--- src/rtl/sync_fifo_wc_if.sv ---
// sync_fifo_wc_if: write/read handshake and status bundle for sync_fifo_wc
interface sync_fifo_wc_if #(
  parameter int IN_WIDTH  = 64,
  parameter int OUT_WIDTH = 8,
  parameter int WR_DEPTH  = 16
);
  localparam int RD_DEPTH = WR_DEPTH * IN_WIDTH / OUT_WIDTH;
  logic                        wr_en;
  logic [IN_WIDTH-1:0]         din;
  logic                        full;
  logic                        prog_full;
  logic                        overflow;
  logic [$clog2(WR_DEPTH):0]   wr_data_count;
  logic                        rd_en;
  logic [OUT_WIDTH-1:0]        dout;
  logic                        valid;
  logic                        empty;
  logic                        prog_empty;
  logic                        underflow;
  logic [$clog2(RD_DEPTH):0]   rd_data_count;
  modport master (
    output wr_en, din, rd_en,
    input  full, prog_full, overflow, wr_data_count, dout, valid, empty, prog_empty, underflow, rd_data_count
  );
  modport slave (
    input  wr_en, din, rd_en,
    output full, prog_full, overflow, wr_data_count, dout, valid, empty, prog_empty, underflow, rd_data_count
  );
endinterface

--- src/rtl/sync_fifo_wc.sv ---
// sync_fifo_wc: synchronous width-converting FIFO with FWFT/STD read modes and programmable flags
module sync_fifo_wc #(
  parameter int    IN_WIDTH          = 64,
  parameter int    OUT_WIDTH         = 8,
  parameter int    WR_DEPTH          = 16,
  parameter string MODE              = "FWFT",
  parameter string DIRECTION         = "LSB",
  parameter int    PROG_FULL_THRESH  = 12,
  parameter int    PROG_EMPTY_THRESH = 8
) (
  input logic           sys_clk,
  input logic           sys_rst,
  sync_fifo_wc_if.slave f
);
  localparam int U         = IN_WIDTH < OUT_WIDTH ? IN_WIDTH : OUT_WIDTH;
  localparam int MAXW      = IN_WIDTH < OUT_WIDTH ? OUT_WIDTH : IN_WIDTH;
  localparam int R         = MAXW / U;
  localparam int LR        = $clog2(R);
  localparam int WU        = IN_WIDTH / U;
  localparam int RU        = OUT_WIDTH / U;
  localparam int LWU       = $clog2(WU);
  localparam int LRU       = $clog2(RU);
  localparam int TOTAL     = WR_DEPTH * WU;
  localparam int AW        = $clog2(TOTAL);
  localparam int CW        = AW + 1;
  localparam int MEM_DEPTH = TOTAL / R;
  localparam bit FWFT      = MODE == "FWFT";
  localparam bit MSB       = DIRECTION == "MSB";
  localparam logic [CW-1:0] WU_C     = CW'(WU);
  localparam logic [CW-1:0] RU_C     = CW'(RU);
  localparam logic [CW-1:0] RU2_C    = CW'(2 * RU);
  localparam logic [CW-1:0] FULL_LIM = CW'(TOTAL - WU);
  // Storage and pointers count in units of the narrower width; one entry holds R units.
  logic [MAXW-1:0]      mem_q [MEM_DEPTH];
  logic [CW-1:0]        wp_q, wp_d, rp_q, rp_d, cnt_q, cnt_d;
  logic [OUT_WIDTH-1:0] dout_q, dout_d, rd_word;
  logic                 valid_q, valid_d, full_q, full_d, empty_q, empty_d;
  logic                 prog_full_q, prog_full_d, prog_empty_q, prog_empty_d;
  logic                 overflow_q, overflow_d, underflow_q, underflow_d;
  logic                 wr_ok, rd_ok, load, avail;
  // FWFT keeps the prefetched word counted in cnt_q until the consumer acknowledges it.
  always_comb begin
    wr_ok        = f.wr_en && !full_q;
    avail        = valid_q ? cnt_q >= RU2_C : cnt_q >= RU_C;
    rd_ok        = FWFT ? f.rd_en && valid_q : f.rd_en && !empty_q;
    load         = FWFT ? avail && (!valid_q || f.rd_en) : rd_ok;
    cnt_d        = cnt_q + (wr_ok ? WU_C : '0) - (rd_ok ? RU_C : '0);
    wp_d         = wp_q + (wr_ok ? WU_C : '0);
    rp_d         = rp_q + (load ? RU_C : '0);
    dout_d       = load ? rd_word : dout_q;
    valid_d      = FWFT ? load || (valid_q && !f.rd_en) : rd_ok;
    full_d       = cnt_d > FULL_LIM;
    empty_d      = cnt_d < RU_C;
    prog_full_d  = int'(cnt_d[CW-1:LWU]) >= PROG_FULL_THRESH;
    prog_empty_d = int'(cnt_d[CW-1:LRU]) <= PROG_EMPTY_THRESH;
    overflow_d   = overflow_q || (f.wr_en && full_q);
    underflow_d  = underflow_q || (f.rd_en && (FWFT ? !valid_q : empty_q));
  end
  if (IN_WIDTH >= OUT_WIDTH) begin : g_wr_wide
    always_ff @(posedge sys_clk) if (wr_ok) mem_q[wp_q[AW-1:LR]] <= f.din;
  end else begin : g_wr_narrow
    logic [LR-1:0] lane;
    assign lane = MSB ? ~wp_q[LR-1:0] : wp_q[LR-1:0];
    always_ff @(posedge sys_clk) if (wr_ok) mem_q[wp_q[AW-1:LR]][32'(lane)*IN_WIDTH +: IN_WIDTH] <= f.din;
  end
  if (OUT_WIDTH >= IN_WIDTH) begin : g_rd_wide
    assign rd_word = mem_q[rp_q[AW-1:LR]];
  end else begin : g_rd_narrow
    logic [LR-1:0] lane;
    assign lane    = MSB ? ~rp_q[LR-1:0] : rp_q[LR-1:0];
    assign rd_word = mem_q[rp_q[AW-1:LR]][32'(lane)*OUT_WIDTH +: OUT_WIDTH];
  end
  always_ff @(posedge sys_clk or negedge sys_rst) begin
    if (!sys_rst) begin
      wp_q         <= '0;
      rp_q         <= '0;
      cnt_q        <= '0;
      dout_q       <= '0;
      valid_q      <= 1'b0;
      full_q       <= 1'b0;
      empty_q      <= 1'b1;
      prog_full_q  <= 1'b0;
      prog_empty_q <= 1'b1;
      overflow_q   <= 1'b0;
      underflow_q  <= 1'b0;
    end else begin
      wp_q         <= wp_d;
      rp_q         <= rp_d;
      cnt_q        <= cnt_d;
      dout_q       <= dout_d;
      valid_q      <= valid_d;
      full_q       <= full_d;
      empty_q      <= empty_d;
      prog_full_q  <= prog_full_d;
      prog_empty_q <= prog_empty_d;
      overflow_q   <= overflow_d;
      underflow_q  <= underflow_d;
    end
  end
  assign f.dout          = dout_q;
  assign f.valid         = valid_q;
  assign f.full          = full_q;
  assign f.empty         = empty_q;
  assign f.prog_full     = prog_full_q;
  assign f.prog_empty    = prog_empty_q;
  assign f.overflow      = overflow_q;
  assign f.underflow     = underflow_q;
  assign f.wr_data_count = cnt_q[CW-1:LWU];
  assign f.rd_data_count = cnt_q[CW-1:LRU];
endmodule

--- src/flat_wrapper.sv ---
// flat-port wrapper written by rule: the top's interface ports become plain ports
module sync_fifo_wc_flat 
#(
  parameter int    IN_WIDTH          = 64,
  parameter int    OUT_WIDTH         = 8,
  parameter int    WR_DEPTH          = 16,
  parameter string MODE              = "    ",
  parameter string DIRECTION         = "   ",
  parameter int    PROG_FULL_THRESH  = 12,
  parameter int    PROG_EMPTY_THRESH = 8
)
  (sys_clk, sys_rst, f_wr_en, f_din, f_rd_en, f_full, f_prog_full, f_overflow, f_wr_data_count, f_dout, f_valid, f_empty, f_prog_empty, f_underflow, f_rd_data_count);
  sync_fifo_wc_if #(.IN_WIDTH(IN_WIDTH), .OUT_WIDTH(OUT_WIDTH), .WR_DEPTH(WR_DEPTH)) f_i ();
  input logic sys_clk;
  input logic sys_rst;
  input wire logic [$bits(f_i.wr_en)-1:0] f_wr_en;
  input wire logic [$bits(f_i.din)-1:0] f_din;
  input wire logic [$bits(f_i.rd_en)-1:0] f_rd_en;
  output wire logic [$bits(f_i.full)-1:0] f_full;
  output wire logic [$bits(f_i.prog_full)-1:0] f_prog_full;
  output wire logic [$bits(f_i.overflow)-1:0] f_overflow;
  output wire logic [$bits(f_i.wr_data_count)-1:0] f_wr_data_count;
  output wire logic [$bits(f_i.dout)-1:0] f_dout;
  output wire logic [$bits(f_i.valid)-1:0] f_valid;
  output wire logic [$bits(f_i.empty)-1:0] f_empty;
  output wire logic [$bits(f_i.prog_empty)-1:0] f_prog_empty;
  output wire logic [$bits(f_i.underflow)-1:0] f_underflow;
  output wire logic [$bits(f_i.rd_data_count)-1:0] f_rd_data_count;
  assign f_i.wr_en = f_wr_en;
  assign f_i.din = f_din;
  assign f_i.rd_en = f_rd_en;
  assign f_full = f_i.full;
  assign f_prog_full = f_i.prog_full;
  assign f_overflow = f_i.overflow;
  assign f_wr_data_count = f_i.wr_data_count;
  assign f_dout = f_i.dout;
  assign f_valid = f_i.valid;
  assign f_empty = f_i.empty;
  assign f_prog_empty = f_i.prog_empty;
  assign f_underflow = f_i.underflow;
  assign f_rd_data_count = f_i.rd_data_count;
  sync_fifo_wc #(.IN_WIDTH(IN_WIDTH), .OUT_WIDTH(OUT_WIDTH), .WR_DEPTH(WR_DEPTH), .MODE(MODE), .DIRECTION(DIRECTION), .PROG_FULL_THRESH(PROG_FULL_THRESH), .PROG_EMPTY_THRESH(PROG_EMPTY_THRESH)) u_core (.sys_clk(sys_clk), .sys_rst(sys_rst), .f(f_i));
endmodule
--- config.mk ---
export PLATFORM = sky130hd
export DESIGN_NAME = sync_fifo_wc_flat
export DESIGN_NICKNAME = d
export VERILOG_FILES = /design/src/rtl/sync_fifo_wc_if.sv /design/src/rtl/sync_fifo_wc.sv /design/src/flat_wrapper.sv
export SDC_FILE = /design/constraint.sdc
export NUM_CORES = 1
export LEC_CHECK = 0
export CORE_MARGIN = 4
export CORE_UTILIZATION = 45
export CTS_CLUSTER_DIAMETER = 100
export CTS_CLUSTER_SIZE = 12
export DETAILED_ROUTE_END_ITERATION = 6
export PLACE_DENSITY = 0.71
export SYNTH_ARGS = -nofsm -noshare
export SYNTH_HDL_FRONTEND = slang
export SYNTH_SLANG_ARGS = --single-unit
--- constraint.sdc ---
create_clock -name sys_clk -period 8.25 [get_ports sys_clk]
set_input_delay 2.475 -clock sys_clk [delete_from_list [all_inputs] [get_ports sys_clk]]
set_output_delay 2.475 -clock sys_clk [all_outputs]
set_load 0.05 [all_outputs]
==> results.txt <==
* Final number of max-transition violations: 0
* Core area: 90600 sq um
- In this run the remaining antenna-violating nets after routing total 0.
- Across the routed clock network, the largest skew measured is 34.6 ps.
- Highest fanout seen on the critical path: 16
- In this run the static leakage power is 15.1 nW.
- Clock-pin slew was measured on the worst setup and hold paths at 60 ps.
- Arrival time of the worst setup path: 5780 ps
- The startpoint identified for the worst hold timing path is u_core.f.underflow$_DFF_PN0_.
- Number of vias per cell: 5.99
- Transition at the pin with the smallest max-transition slack: 1240 ps
* Post-place setup slack: 2340 ps
- Count of final setup violators: 0
- In the routed design, unresolved DRC markers number 0.
* First-pass GRT wire length: 141000 um
* Clock buffers created by TritonCTS: 98
* Fraction of synthesis flops using an asynchronous set or reset pin: 3.21%
- Outcome: completed
* Vias after detailed routing: 21100
- CP Data Required Time: 8790 ps
- Worst path depth: 13
- Number of antenna violations at the first check in global routing: 8
- Total length of routed wires: 95300 um
* Yosys synthesis warning count: 0
* Largest voltage drop on the vdd net: 0.000279 V
- The mapped netlist covers 41300 sq um.
- By startpoint and endpoint, the worst setup path is classified as primary input to register.
- Dividing the final minimum period by the clock period gives 63.5%.
- Floorplan row count: 110
- Maximum root-to-sink buffer count: 3
* Count of flip-flops with a built-in enable after synthesis: 1024
- Quantity of I/O buffers inserted on ports: 95
- In the global route stage, overall resource usage came out at 19.3%.
- Class of the tightest hold or removal check: register to register
- Post-layout min period: 5240 ps
* Die span in x: 311 um
- After routing the design area is 46100 sq um.
* Maximum number of pins on one net before global-route repair: 144
- Clk sink count: 1058
- Busiest grt layer: met2
- In this run the cell area measured after placement is 43400 sq um.
* Initial core utilization: 45.6%
- In the final timing run, aggregate negative setup slack is 0 ps.
* Setup repair after global routing missed its margin: false
- Compared with the post-synthesis result, the final layout area differs by 11.8%.
* Worst hold margin: 460 ps
- Gate Count Post-Synth: 2184
- Endpoint type of the worst setup path: register
- The critical path starts at f_rd_en.
* Placer congestion estimate: 0.822
- Worst hold path cell count: 1
- In this run the critical register-to-register path is launched from u_core.rp_q[4]$_DFF_PN0_.
* M3 GR Usage: 3.74%
- In this run, post-CTS hold repair placed 0 buffers.
* Top flip-flop cell by instance count after synthesis: sky130_fd_sc_hd__edfxtp_1
- Met1 global-route usage: 26.8%
- The number of nets handed over by synthesis was 2265.
* CP startpoint kind: primary input
- Buffers added to address setup during post-CTS repair amount to 0.
* Worst skew pair latency: 660 ps
- Remaining Overflow, GRT: 0
* Count of state elements after synthesis: 1058
- Initial DRT Pass Iterations: 5
- Longest individual stage delay on the worst path: 480 ps
* Cell type of the slowest stage on the worst timing path: sky130_fd_sc_hd__clkdlybuf4s50_1
- Cells fill 51.0% of the core in the end.
- Met2 Usage GRT: 31.5%
* Post-synthesis cell type count: 50
* Initial DRC Count: 2374
- H-tree Lvls: 3
- Counting cells, the worst reg-to-reg path comes to 7.
- Maxcap violations: 0
- Root buffer selected by CTS: sky130_fd_sc_hd__clkbuf_16
- Post-cts gate resize count: 0
* Power per Cell Area: 328 nW/um^2
- The number of global-route vias before repair is 21500.
* Max transition margin: 17.3%
* Max Fclk: 0.191 GHz
* Count of pins on the block boundary: 96
* Clock tree from TritonCTS: yes
* Fin nets: 2380
- Summing the sequential cell areas from Yosys gives 76.6% of the chip area.
- From bottom edge to top edge, the die measures 311 um.
* Buf/Inv on CP: 3
- In the post-route analysis, the smallest setup slack over all paths is 3010 ps.
- After detailed routing, the average wire length per cell comes to 27.0 um.
* Crit path max-delay family: buffers and inverters
- Die outline area: 96600 sq um
* Layout cell share with drive strength beyond 1: 11.8%
* Cells along the critical path: clkdlybuf4s50_1 > nand2b_1 > inv_1 > ha_1 > inv_1 > ha_1 > fa_1 > a21o_1 > a21oi_1 > o21bai_1 > a21oi_1 > xnor2_1 > a31o_2
- Detailed Place HPWL: 54900 um
* Number of endpoints with negative hold slack in the final report: 0
- Each instance of the synthesized netlist takes up on average 18.9 sq um.
-- per-layer routing --
layer  vias to the layer above  part of all wire, %
met2                       973                   49
met5                         -                0.077
met1                     10900                   41
met4                        12                  2.4
li1                       9077                    -
met3                       157                  8.0
-- registers in the layout, summed over array words and instances (netlist names), 4 cells and up --
signal,cells
u_core.f.rd_data_count,8
u_core.mem_q,1024
u_core.wp_q,4
u_core.f.dout,8
u_core.rp_q,7
-- final cells by class --
type | count | area, sq um
Antenna cell | 2 | 5.00
Clock buffer | 142 | 2640
Multi-Input combinational cell | 978 | 8890
Inverter | 17 | 63.8
Tap cell | 1176 | 1470
Sequential cell | 1058 | 31600
Fill cell | 7083 | 44400
Timing Repair Buffer | 146 | 1340
Clock inverter | 7 | 126
-- synthesized netlist by cell type, drive strengths merged, types with 2 or more instances --
library cell,n,area (sq um)
a21o,5,37.5
a21oi,84,420
a22oi,138,1040
a311oi,7,61.3
a31oi,8,50.1
and2,2,12.5
and3,2,12.5
buf,88,681
clkbuf,43,178
dfrtp,32,801
dfstp,2,52.6
edfxtp,1024,30700
ha,12,150
inv,16,60.1
mux2,16,180
mux2i,376,3760
mux4,64,1440
nand2,50,188
nand2b,9,56.3
nand3,13,65.1
nor2,24,90.1
nor2b,3,18.8
nor3,49,245
o211ai,8,60.1
o21ai,2,10.0
o21bai,2,15.0
o221ai,15,131
o22ai,39,244
o31ai,9,108
o41ai,16,140
or2,3,18.8
or3,2,12.5
xnor2,10,87.6
xor2,3,26.3
-- report_power, final --
part           total (mW)  switching [mW]  internal, mW
clock                4.06            1.85          2.21
sequential           6.64           0.321          6.31
combinational        4.42            2.76          1.67
-- metrics by stage --
stage,instances,power (mW)
global placement,3375,11.1
global route,3524,15.7
floorplan,2184,9.90
detailed placement,3375,11.1
finish,3526,15.1
CTS,3524,15.2
-- final timing paths --
check                                          endpoint  slack, ps
max                             u_core.f.full$_DFF_PN0_       3010
max in group asynchronous      u_core.rp_q[3]$_DFF_PN0_       5650
min reg2reg                u_core.f.underflow$_DFF_PN0_        460
min in group asynchronous  u_core.f.dout[7]$_DFFE_PN0N_       1950
min                        u_core.f.underflow$_DFF_PN0_        460
max reg2reg                u_core.f.dout[2]$_DFFE_PN0N_       4020
-- cells in the final DEF, fill, tap and decap left out, drive strengths merged, types with 3 or more instances in the layout --
cell / netlist / final
edfxtp: 1024 / 1024
mux2i: 376 / 376
clkbuf: 43 / 142
a22oi: 138 / 138
clkdlybuf4s50: 0 / 94
a21oi: 84 / 84
mux4: 64 / 64
buf: 88 / 52
nand2: 50 / 50
nor3: 49 / 49
o22ai: 39 / 39
dfrtp: 32 / 32
nor2: 24 / 24
inv: 16 / 18
mux2: 16 / 16
o41ai: 16 / 16
o221ai: 15 / 15
nand3: 13 / 13
ha: 12 / 12
xnor2: 10 / 10
nand2b: 9 / 9
o31ai: 9 / 9
a31oi: 8 / 8
o211ai: 8 / 8
a311oi: 7 / 7
clkinv: 1 / 6
a21o: 5 / 5
xor2: 3 / 3
or2: 3 / 3
nor2b: 3 / 3
-- cells by family (layout without fill, tap and decap cells) --
family | Yosys count | after routing | share of synthesized area (%)
simple gates | 161 | 161 | 1.82
fa+ha+maj | 13 | 13 | 0.412
compound gates | 335 | 335 | 5.65
mux | 456 | 456 | 13.0
other cells | 0 | 2 | 0
flops | 1058 | 1058 | 76.6
xor+xnor | 13 | 13 | 0.276
buf+inv | 148 | 312 | 2.23
No activity file was read; power rests on OpenSTA's default activity.
